===== config.mk =====
export PLATFORM = sky130hd
export DESIGN_NAME = fetch_unit_flat
export DESIGN_NICKNAME = d
export VERILOG_FILES = /design/src/rtl/fetch_unit_if.sv /design/src/rtl/fetch_unit.sv /design/src/flat_wrapper.sv
export SDC_FILE = /design/constraint.sdc
export NUM_CORES = 1
export LEC_CHECK = 0
export BUFFER_PORTS_ARGS = -buffer_cell sky130_fd_sc_hd__buf_2
export CORE_MARGIN = 5
export CORE_UTILIZATION = 55
export CTS_CLUSTER_SIZE = 40
export DETAILED_ROUTE_END_ITERATION = 16
export PLACE_DENSITY = 0.77
export SLEW_MARGIN = 10
export SYNTH_ARGS = -nofsm -noshare
export SYNTH_HDL_FRONTEND = slang
export SYNTH_SLANG_ARGS = --single-unit

===== constraint.sdc =====
create_clock -name clk -period 10.1 [get_ports clk]
set_input_delay 1.01 -clock clk [delete_from_list [all_inputs] [get_ports clk]]
set_output_delay 1.01 -clock clk [all_outputs]
set_load 0.01 [all_outputs]

===== src/rtl/fetch_unit_if.sv =====
// Fetch stage bus: control-unit strobes, instruction-memory handshake and
// the decoder-facing outputs, bundled for the fetch_unit port list.
interface fetch_unit_if;
  logic        ld_pc;
  logic        cu_branch;
  logic [31:0] branch_target;
  logic        imem_req;
  logic [31:0] imem_addr;
  logic [31:0] imem_rdata;
  logic        imem_ack;
  logic [15:0] instr;
  logic        instr_valid;
  logic [31:0] pc;
  logic [31:0] pc_read;
  logic        fetch_stall;
  logic        fetch_fault;

  // master: the fetch unit itself
  modport master (
    input  ld_pc, cu_branch, branch_target, imem_rdata, imem_ack,
    output imem_req, imem_addr, instr, instr_valid, pc, pc_read,
           fetch_stall, fetch_fault
  );

  // slave: control unit, instruction memory and decoder side
  modport slave (
    output ld_pc, cu_branch, branch_target, imem_rdata, imem_ack,
    input  imem_req, imem_addr, instr, instr_valid, pc, pc_read,
           fetch_stall, fetch_fault
  );
endinterface


===== src/rtl/fetch_unit.sv =====
// Instruction fetch stage: owns the PC, fetches 32-bit words over req/ack,
// buffers one word and presents the selected Thumb halfword to the decoder.
module fetch_unit #(
  parameter logic [31:0] RESET_PC = 32'h0000_0000,
  parameter int unsigned MAX_WAIT = 15
) (
  input  logic         clk,
  input  logic         rst,
  fetch_unit_if.master bus
);

  localparam logic [1:0] ST_VALID = 2'd0;
  localparam logic [1:0] ST_REQ   = 2'd1;
  localparam logic [1:0] ST_FAULT = 2'd2;

  // Fault is declared on the edge that ends the MAX_WAIT-th unacked cycle
  localparam logic [7:0] WAIT_LIMIT = 8'(MAX_WAIT - 1);

  logic [1:0]  state_reg,      state_next;
  logic [31:0] pc_reg,         pc_next;
  logic        first_flag_reg, first_flag_next;
  logic [31:0] buf_reg,        buf_next;
  logic [29:0] tag_reg,        tag_next;
  logic        buf_valid_reg,  buf_valid_next;
  logic [15:0] instr_reg,      instr_next;
  logic [29:0] req_word_reg,   req_word_next;
  logic [7:0]  wait_cnt_reg,   wait_cnt_next;

  logic [31:0] target_pc;
  logic [29:0] eff_word;
  logic        eff_half;
  logic [15:0] buf_half   [2];
  logic [15:0] rdata_half [2];

  genvar gi;
  generate
    for (gi = 0; gi < 2; gi++) begin : g_half
      assign buf_half[gi]   = buf_reg[16*gi +: 16];
      assign rdata_half[gi] = bus.imem_rdata[16*gi +: 16];
    end
  endgenerate

  // PC that ld_pc would commit; the first ld_pc after reset keeps RESET_PC
  always_comb begin
    if (first_flag_reg) begin
      target_pc = pc_reg;
    end else if (bus.cu_branch) begin
      target_pc = bus.branch_target & 32'hFFFF_FFFE;
    end else begin
      target_pc = pc_reg + 32'd2;
    end
  end

  // PC that the decoder will see after this edge
  assign eff_word = bus.ld_pc ? target_pc[31:2] : pc_reg[31:2];
  assign eff_half = bus.ld_pc ? target_pc[1]    : pc_reg[1];

  always_comb begin
    state_next      = state_reg;
    pc_next         = pc_reg;
    first_flag_next = first_flag_reg;
    buf_next        = buf_reg;
    tag_next        = tag_reg;
    buf_valid_next  = buf_valid_reg;
    instr_next      = instr_reg;
    req_word_next   = req_word_reg;
    wait_cnt_next   = wait_cnt_reg;

    if (bus.ld_pc) begin
      pc_next         = target_pc;
      first_flag_next = 1'b0;
    end

    case (state_reg)
      ST_VALID: begin
        if (bus.ld_pc) begin
          if (buf_valid_reg && (target_pc[31:2] == tag_reg)) begin
            instr_next = buf_half[target_pc[1]];
          end else begin
            state_next    = ST_REQ;
            req_word_next = target_pc[31:2];
            wait_cnt_next = 8'd0;
          end
        end
      end

      ST_REQ: begin
        if (bus.imem_ack) begin
          // The in-flight word is always captured, even if the PC moved away
          buf_next       = bus.imem_rdata;
          tag_next       = req_word_reg;
          buf_valid_next = 1'b1;
          if (eff_word == req_word_reg) begin
            state_next = ST_VALID;
            instr_next = rdata_half[eff_half];
          end else begin
            req_word_next = eff_word;
            wait_cnt_next = 8'd0;
          end
        end else if (wait_cnt_reg == WAIT_LIMIT) begin
          state_next     = ST_FAULT;
          buf_valid_next = 1'b0;
          wait_cnt_next  = wait_cnt_reg + 8'd1;
        end else begin
          wait_cnt_next = wait_cnt_reg + 8'd1;
        end
      end

      ST_FAULT: begin
        if (bus.ld_pc) begin
          state_next    = ST_REQ;
          req_word_next = target_pc[31:2];
          wait_cnt_next = 8'd0;
        end
      end

      default: begin
        state_next     = ST_FAULT;
        buf_valid_next = 1'b0;
      end
    endcase
  end

  always_ff @(posedge clk) begin
    if (rst) begin
      state_reg      <= ST_REQ;
      pc_reg         <= {RESET_PC[31:1], 1'b0};
      first_flag_reg <= 1'b1;
      buf_reg        <= 32'd0;
      tag_reg        <= 30'd0;
      buf_valid_reg  <= 1'b0;
      instr_reg      <= 16'd0;
      req_word_reg   <= RESET_PC[31:2];
      wait_cnt_reg   <= 8'd0;
    end else begin
      state_reg      <= state_next;
      pc_reg         <= pc_next;
      first_flag_reg <= first_flag_next;
      buf_reg        <= buf_next;
      tag_reg        <= tag_next;
      buf_valid_reg  <= buf_valid_next;
      instr_reg      <= instr_next;
      req_word_reg   <= req_word_next;
      wait_cnt_reg   <= wait_cnt_next;
    end
  end

  assign bus.imem_req    = (state_reg == ST_REQ);
  assign bus.imem_addr   = {req_word_reg, 2'b00};
  assign bus.instr       = instr_reg;
  assign bus.instr_valid = (state_reg == ST_VALID);
  assign bus.pc          = pc_reg;
  assign bus.pc_read     = pc_reg + 32'd4;
  assign bus.fetch_stall = (state_reg == ST_REQ);
  assign bus.fetch_fault = (state_reg == ST_FAULT);

endmodule


===== src/flat_wrapper.sv =====
// flat-port wrapper written by rule: the top's interface ports become plain ports
module fetch_unit_flat 
#(
  parameter logic [31:0] RESET_PC = 32'h0000_0000,
  parameter int unsigned MAX_WAIT = 15
)
  (clk, rst, bus_ld_pc, bus_cu_branch, bus_branch_target, bus_imem_rdata, bus_imem_ack, bus_imem_req, bus_imem_addr, bus_instr, bus_instr_valid, bus_pc, bus_pc_read, bus_fetch_stall, bus_fetch_fault);
  fetch_unit_if bus_i ();
  input  logic clk;
  input  logic rst;
  input wire logic [$bits(bus_i.ld_pc)-1:0] bus_ld_pc;
  input wire logic [$bits(bus_i.cu_branch)-1:0] bus_cu_branch;
  input wire logic [$bits(bus_i.branch_target)-1:0] bus_branch_target;
  input wire logic [$bits(bus_i.imem_rdata)-1:0] bus_imem_rdata;
  input wire logic [$bits(bus_i.imem_ack)-1:0] bus_imem_ack;
  output wire logic [$bits(bus_i.imem_req)-1:0] bus_imem_req;
  output wire logic [$bits(bus_i.imem_addr)-1:0] bus_imem_addr;
  output wire logic [$bits(bus_i.instr)-1:0] bus_instr;
  output wire logic [$bits(bus_i.instr_valid)-1:0] bus_instr_valid;
  output wire logic [$bits(bus_i.pc)-1:0] bus_pc;
  output wire logic [$bits(bus_i.pc_read)-1:0] bus_pc_read;
  output wire logic [$bits(bus_i.fetch_stall)-1:0] bus_fetch_stall;
  output wire logic [$bits(bus_i.fetch_fault)-1:0] bus_fetch_fault;
  assign bus_i.ld_pc = bus_ld_pc;
  assign bus_i.cu_branch = bus_cu_branch;
  assign bus_i.branch_target = bus_branch_target;
  assign bus_i.imem_rdata = bus_imem_rdata;
  assign bus_i.imem_ack = bus_imem_ack;
  assign bus_imem_req = bus_i.imem_req;
  assign bus_imem_addr = bus_i.imem_addr;
  assign bus_instr = bus_i.instr;
  assign bus_instr_valid = bus_i.instr_valid;
  assign bus_pc = bus_i.pc;
  assign bus_pc_read = bus_i.pc_read;
  assign bus_fetch_stall = bus_i.fetch_stall;
  assign bus_fetch_fault = bus_i.fetch_fault;
  fetch_unit #(.RESET_PC(RESET_PC), .MAX_WAIT(MAX_WAIT)) u_core (.clk(clk), .rst(rst), .bus(bus_i));
endmodule

* Word level (Yosys, flattened, before mapping)
Cells that the tools add are included.
** Cells by class
- $add $sub $neg :: 3
- $lt $le $gt $ge :: 2
- Eq/ne operators :: 15
- Multiplexer cells :: 37
- Bitwise logic cells :: 4
- Reduce and logical (&&, ||, !) cells :: 12
** Operator list (number)
- $mux W30 :: 6
- $mux W16 :: 10
- $pmux W30 S3 :: 1
- $mux W32 :: 2
- $eq A30 B30 Y1 :: 2
- $mux W8 :: 5
- $add A32 B2 Y32 const B :: 1
- $add A32 B3 Y32 const B :: 1
- $pmux W16 S2 :: 1
- $pmux W8 S3 :: 1
- $reduce_and A5 Y1 :: 3
- $mux W2 :: 6
- $ne A2 B2 Y1 const B :: 5
- $add A8 B1 Y8 const B :: 1
- $eq A8 B4 Y1 const B :: 1
- $ne A3 B2 Y1 const B :: 2
- $pmux W2 S3 :: 1
- $reduce_and A2 Y1 :: 3
- $reduce_and A6 Y1 :: 1
- $ge A2 B2 Y1 const B :: 2
- $ne A2 B1 Y1 const B :: 2
- $not A1 Y2 :: 2
- $mux W1 :: 3
- $ne A3 B3 Y1 const B :: 1
- other kinds (9) :: 10
** Storage, ports and cells
- Register bits :: 152
- Input bits :: 69
- Output and inout port bits :: 116
- Word-level logic and storage cells :: 83

* Longest topological paths before layout
- Word-level depth :: 11
- Gate-level depth with buffers :: 17
- Gate-level depth less buffers :: 11

* Least setup slack after synthesis
No wires, ideal clock.
- Kind :: input-to-reg
- Start :: input port bus_cu_branch
- End :: register u_core.req_word_reg[16]
- Library setup time :: 79 ps
- Data arrival time :: 3544 ps
- Data required time :: 10021 ps
- Path slack :: 6477 ps
- Cell stages on the path :: 14
- Path buffers :: 4
- Cell sequence :: buf_2 buf_4 buf_2 nor3b_2 nand3_1 o221ai_1 xor2_1 nand3_1 nor4_2 nand3_2 o21ai_4 nand2_2 buf_6 a211oi_2
** Between the ends
- Word-level cells in the longest chain between the ends :: 6
- Elaborated cells on any way between the ends :: 15
- Those cells by class :: 4 x eq/ne; 9 x mux; 2 x reduce/logical
** Ends and longest elaborated chain
- start: declaration :: line flat_wrapper.sv:12 : input wire logic [$bits(bus_i.cu_branch)-1:0] bus_cu_branch;
- $mux W32 (*) :: line fetch_unit.sv:47 : end else if (bus.cu_branch) begin
- $mux W32 (*) :: line fetch_unit.sv:45 : if (first_flag_reg) begin
- $mux W30 or $eq A30 B30 Y1 (tied branches) :: line fetch_unit.sv:55, fetch_unit.sv:77
- $eq A30 B30 Y1, or another cell as far along :: line fetch_unit.sv:93 : if (eff_word == req_word_reg) begin
- $ne A2 B2 Y1 (no line) or $mux W30 (tied branches)
- $reduce_and A6 Y1 (no line) or $pmux W30 S3 (tied branches)
- end signal: assignment :: line fetch_unit.sv:133 : req_word_reg <= RESET_PC[31:2];
- end signal: assignment :: line fetch_unit.sv:143 : req_word_reg <= req_word_next;
- end: declaration :: line fetch_unit.sv:26 : logic [29:0] req_word_reg, req_word_next;
Mark *: on every way between the ends. The rest lies on a longest branch, timed or not. The select of a mux whose other input is x is not followed.
A chain may end at the register's enable or synchronous reset.

* Worst setup path in the final report
- Start :: register u_core.pc_reg[1], in the netlist u_core.bus.pc[1]
- End :: register u_core.req_word_reg[26]
** Between the ends
- Word-level cells in the longest chain between the ends :: 7
- Elaborated cells on any way between the ends :: 16
- Those cells by class :: 1 x add/sub; 4 x eq/ne; 9 x mux; 2 x reduce/logical
** Ends and longest elaborated chain
- start: declaration :: line fetch_unit.sv:20 : logic [31:0] pc_reg, pc_next;
- start signal: assignment :: line fetch_unit.sv:127 : pc_reg <= {RESET_PC[31:1], 1'b0};
- start signal: assignment :: line fetch_unit.sv:137 : pc_reg <= pc_next;
- $add A32 B2 Y32 (*) :: line fetch_unit.sv:50 : target_pc = pc_reg + 32'd2;
- $mux W32 (*) :: line fetch_unit.sv:47
- $mux W32 (*) :: line fetch_unit.sv:45
- $mux W30 or $eq A30 B30 Y1 (tied branches) :: line fetch_unit.sv:55, fetch_unit.sv:77
- $eq A30 B30 Y1, or another cell as far along :: line fetch_unit.sv:93
- $ne A2 B2 Y1 (no line) or $mux W30 (tied branches)
- $reduce_and A6 Y1 (no line) or $pmux W30 S3 (tied branches)
Marked as above.

==> implementation parameters <==
Parameter                              Value

Finish
  Final cell count without fillers    1929
  Commonest cells after routing, fill and taps aside    228 x nand2_1, 180 x buf_2, 151 x dfxtp_1
  Count of nets after finishing    1713
  Most common cell after layout, fill and taps aside    nand2_1
  Synth-to-layout area growth    11.4%
  Layout cells sized above 1    19.5%

Clock network
  Clock transition at the register clock pins on the worst setup and hold paths after CTS    0.08 ns
  Clock insertion delay at the later pin of the skew report    0.44 ns
  Cell at the root of the clock tree    clkbuf_16
  Hold-fix buffer count after cts    0
  # resized after CTS    0
  CTS sink count    152
  Number of buffers inserted during clock tree synthesis    17
  CTS max path bufs    2
  CTS tree    yes
  Htree depth    4
  Post-CTS Setup Repair Bufs    0

Pwr
  Switching power of the nets    0.724 mW
  Areal power density over the cells    148 nW/um^2
  Part of the total power dissipated in combinational logic    27.0%
  Flop pwr share    36.9%
  Net switching fraction of the power    37.7%
  Max rail drop VDD    117 uV
  Clk pwr share    36.1%
  Internal    1.19 mW
  Final total power    1.92 mW
  Static leakage    5.02 nW

Floorplan
  Placeable core region    20900 sq um
  Row cnt    53
  Die boundary width    155 microns
  Initial core utilization    55.6%
  Vertical die dimension    155 microns
  I/O pin total    185
  Die area    24100 sq um

STA
  Final Cycle Share    60.6%
  Slew Viols, Final    0
  Fmax    163 MHz
  Number of setup violations in the final report    0
  Worst-Margin Slew    1.30 ns
  Hold WS    0.453 ns
  Setup TNS    0 ns
  Hold Violations, Final    0
  Crit path time final    6.12 ns
  RSZ-0062 raised after global routing    no
  Final Skew    0.0149 ns
  Normalized max-slew margin    12.9%

Global routing
  Global route total overflow    0
  Global-route total usage across every layer    40.5%
  Global-route wire length before repair    75.5 mm
  Number of antenna violations at the first check in global routing    0
  Vias in the first global route    12116
  Largest net degree at the start of global routing    80

Worst setup path
  Critical Path AT    6.47 ns
  Biggest fanout along the worst timing path    19
  Data required time of the worst path    10.45 ns
  Kind of start point of the critical path    flop
  Path type of the worst setup path    reg2reg
  CP Capture Type    flop

Min path
  Min-Delay Path Class    reg2reg

Routing
  Initial DRT Pass Iterations    7
  Post-route DRC violation count    0
  Post-DR wirelength/cell    26.4 microns
  Antenna-violating nets left    0
  Avg Vias per Cell    6.86
  Vias post-DR    13235
  Iteration-0 DRC count of the detailed router    1880
  Detailed-route wire length    50.8 mm

Synthesis
  Post-synthesis instance total    1566
  Mean cell area of the mapped netlist    7.42 sq um
  Synthesis Warnings    0
  Number of distinct standard cells referenced by the synthesized netlist    102
  Ys async rst share    0%
  Ys flop type    dfxtp_1
  Cell area after synthesis    11600 sq um
  Sequential area share after synthesis    26.2%
  EDFF count, synth    0
  Count of state elements after synthesis    152

Flow run
  MaxCap Viol Count    0

Placed design
  DPL Wire Length    35.5 mm
  Placed Cells    1896
  Last weighted congestion value of the routability-driven placer    1.05
  IO buf count    181

Status
  Run status    complete, no violations
power groups by stage:
stage                     sequential [mW]  combinational, mW  clock [mW]
final                               0.707              0.519       0.692
after global routing                0.711              0.549       0.721
after CTS                           0.703              0.503       0.690
after detailed placement            0.716              0.499           0
after global placement              0.715              0.494           0
after floorplan                     0.695              0.341           0
cells by family after synthesis:
kind of cell / synth area share [%]
other cells: 0.0323
flops: 26.2
simple gates: 30.6
fa+ha+maj: 0.431
mux: 3.97
compound gates: 26.0
xor+xnor: 5.13
buf+inv: 7.58
final timing paths:
check,from,to,slack [ns],cells after the start
worst max register to register,u_core.bus.pc[1],u_core.req_word_reg[26],3.98,11
worst min-delay path,u_core.buf_reg[18],u_core.buf_reg[18],0.45,2
worst min register to register,u_core.buf_reg[18],u_core.buf_reg[18],0.45,2
worst max-delay path,u_core.bus.pc[1],u_core.req_word_reg[26],3.98,11
metal layers:
metal  track usage (%)  wire, microns  vias to the layer above
met3              11.3           7200                      182
li1                  -              -                     5892
met2              58.6          21300                     1014
met1              55.4          19400                     6147
met5                 0              0                        -
met4              19.5           2930                        0
through the flow:
stage	setup WS (ns)	util (%)	instance area, sq um
after floorplan	6.48	-	11600
after global placement	4.34	59.0	12300
after detailed placement	4.29	59.0	12300
after CTS	4.32	61.9	12900
final	3.98	62.0	12900
after global routing	3.90	61.9	12900
final cells by class:
cell class | instances | area [sq um]
antenna | 1 | 2.50
clock buffer | 18 | 429
clock inverter | 14 | 181
fill | 1976 | 7950
inverter | 29 | 109
multi-input combinational | 1231 | 7710
sequential | 152 | 3040
tap | 275 | 344
timing repair buffer | 209 | 1120
critical path: stages (launching register included):
cell and delay [ns]:
dfxtp_1 0.77, ha_1 0.26, buf_4 0.26, inv_1 0.24
nor4_4 1.05, a21oi_1 0.36, a311oi_1 0.81, and4_1 0.37
nand3_2 0.18, o21ai_4 0.68, nand2_2 0.64, a311oi_1 0.40
synthesized netlist by cell type, drive strengths merged (7+ instances only):
cell / number / area [sq um]
o211ai: 8 / 65.1
o21ai: 65 / 337
a311oi: 19 / 166
buf: 85 / 509
a211oi: 20 / 205
inv: 28 / 105
a21oi: 145 / 748
a221oi: 8 / 76.3
o2111ai: 9 / 78.8
and3: 11 / 68.8
nand2: 230 / 866
mux2: 17 / 191
nor2: 110 / 413
and2: 14 / 87.6
or3: 11 / 73.8
xnor2: 37 / 324
o22ai: 13 / 81.3
a21o: 9 / 67.6
or2: 7 / 43.8
nand4: 28 / 248
mux2i: 27 / 270
and4: 18 / 158
o21a: 7 / 52.6
o221ai: 23 / 245
nor4: 35 / 274
nor2b: 26 / 163
xor2: 31 / 272
nor3b: 7 / 57.6
nand3: 69 / 350
clkbuf: 70 / 263
a31oi: 17 / 106
nor3: 57 / 302
or4: 9 / 71.3
nand2b: 28 / 175
dfxtp: 152 / 3040
No activity file was read; power rests on OpenSTA's default activity.
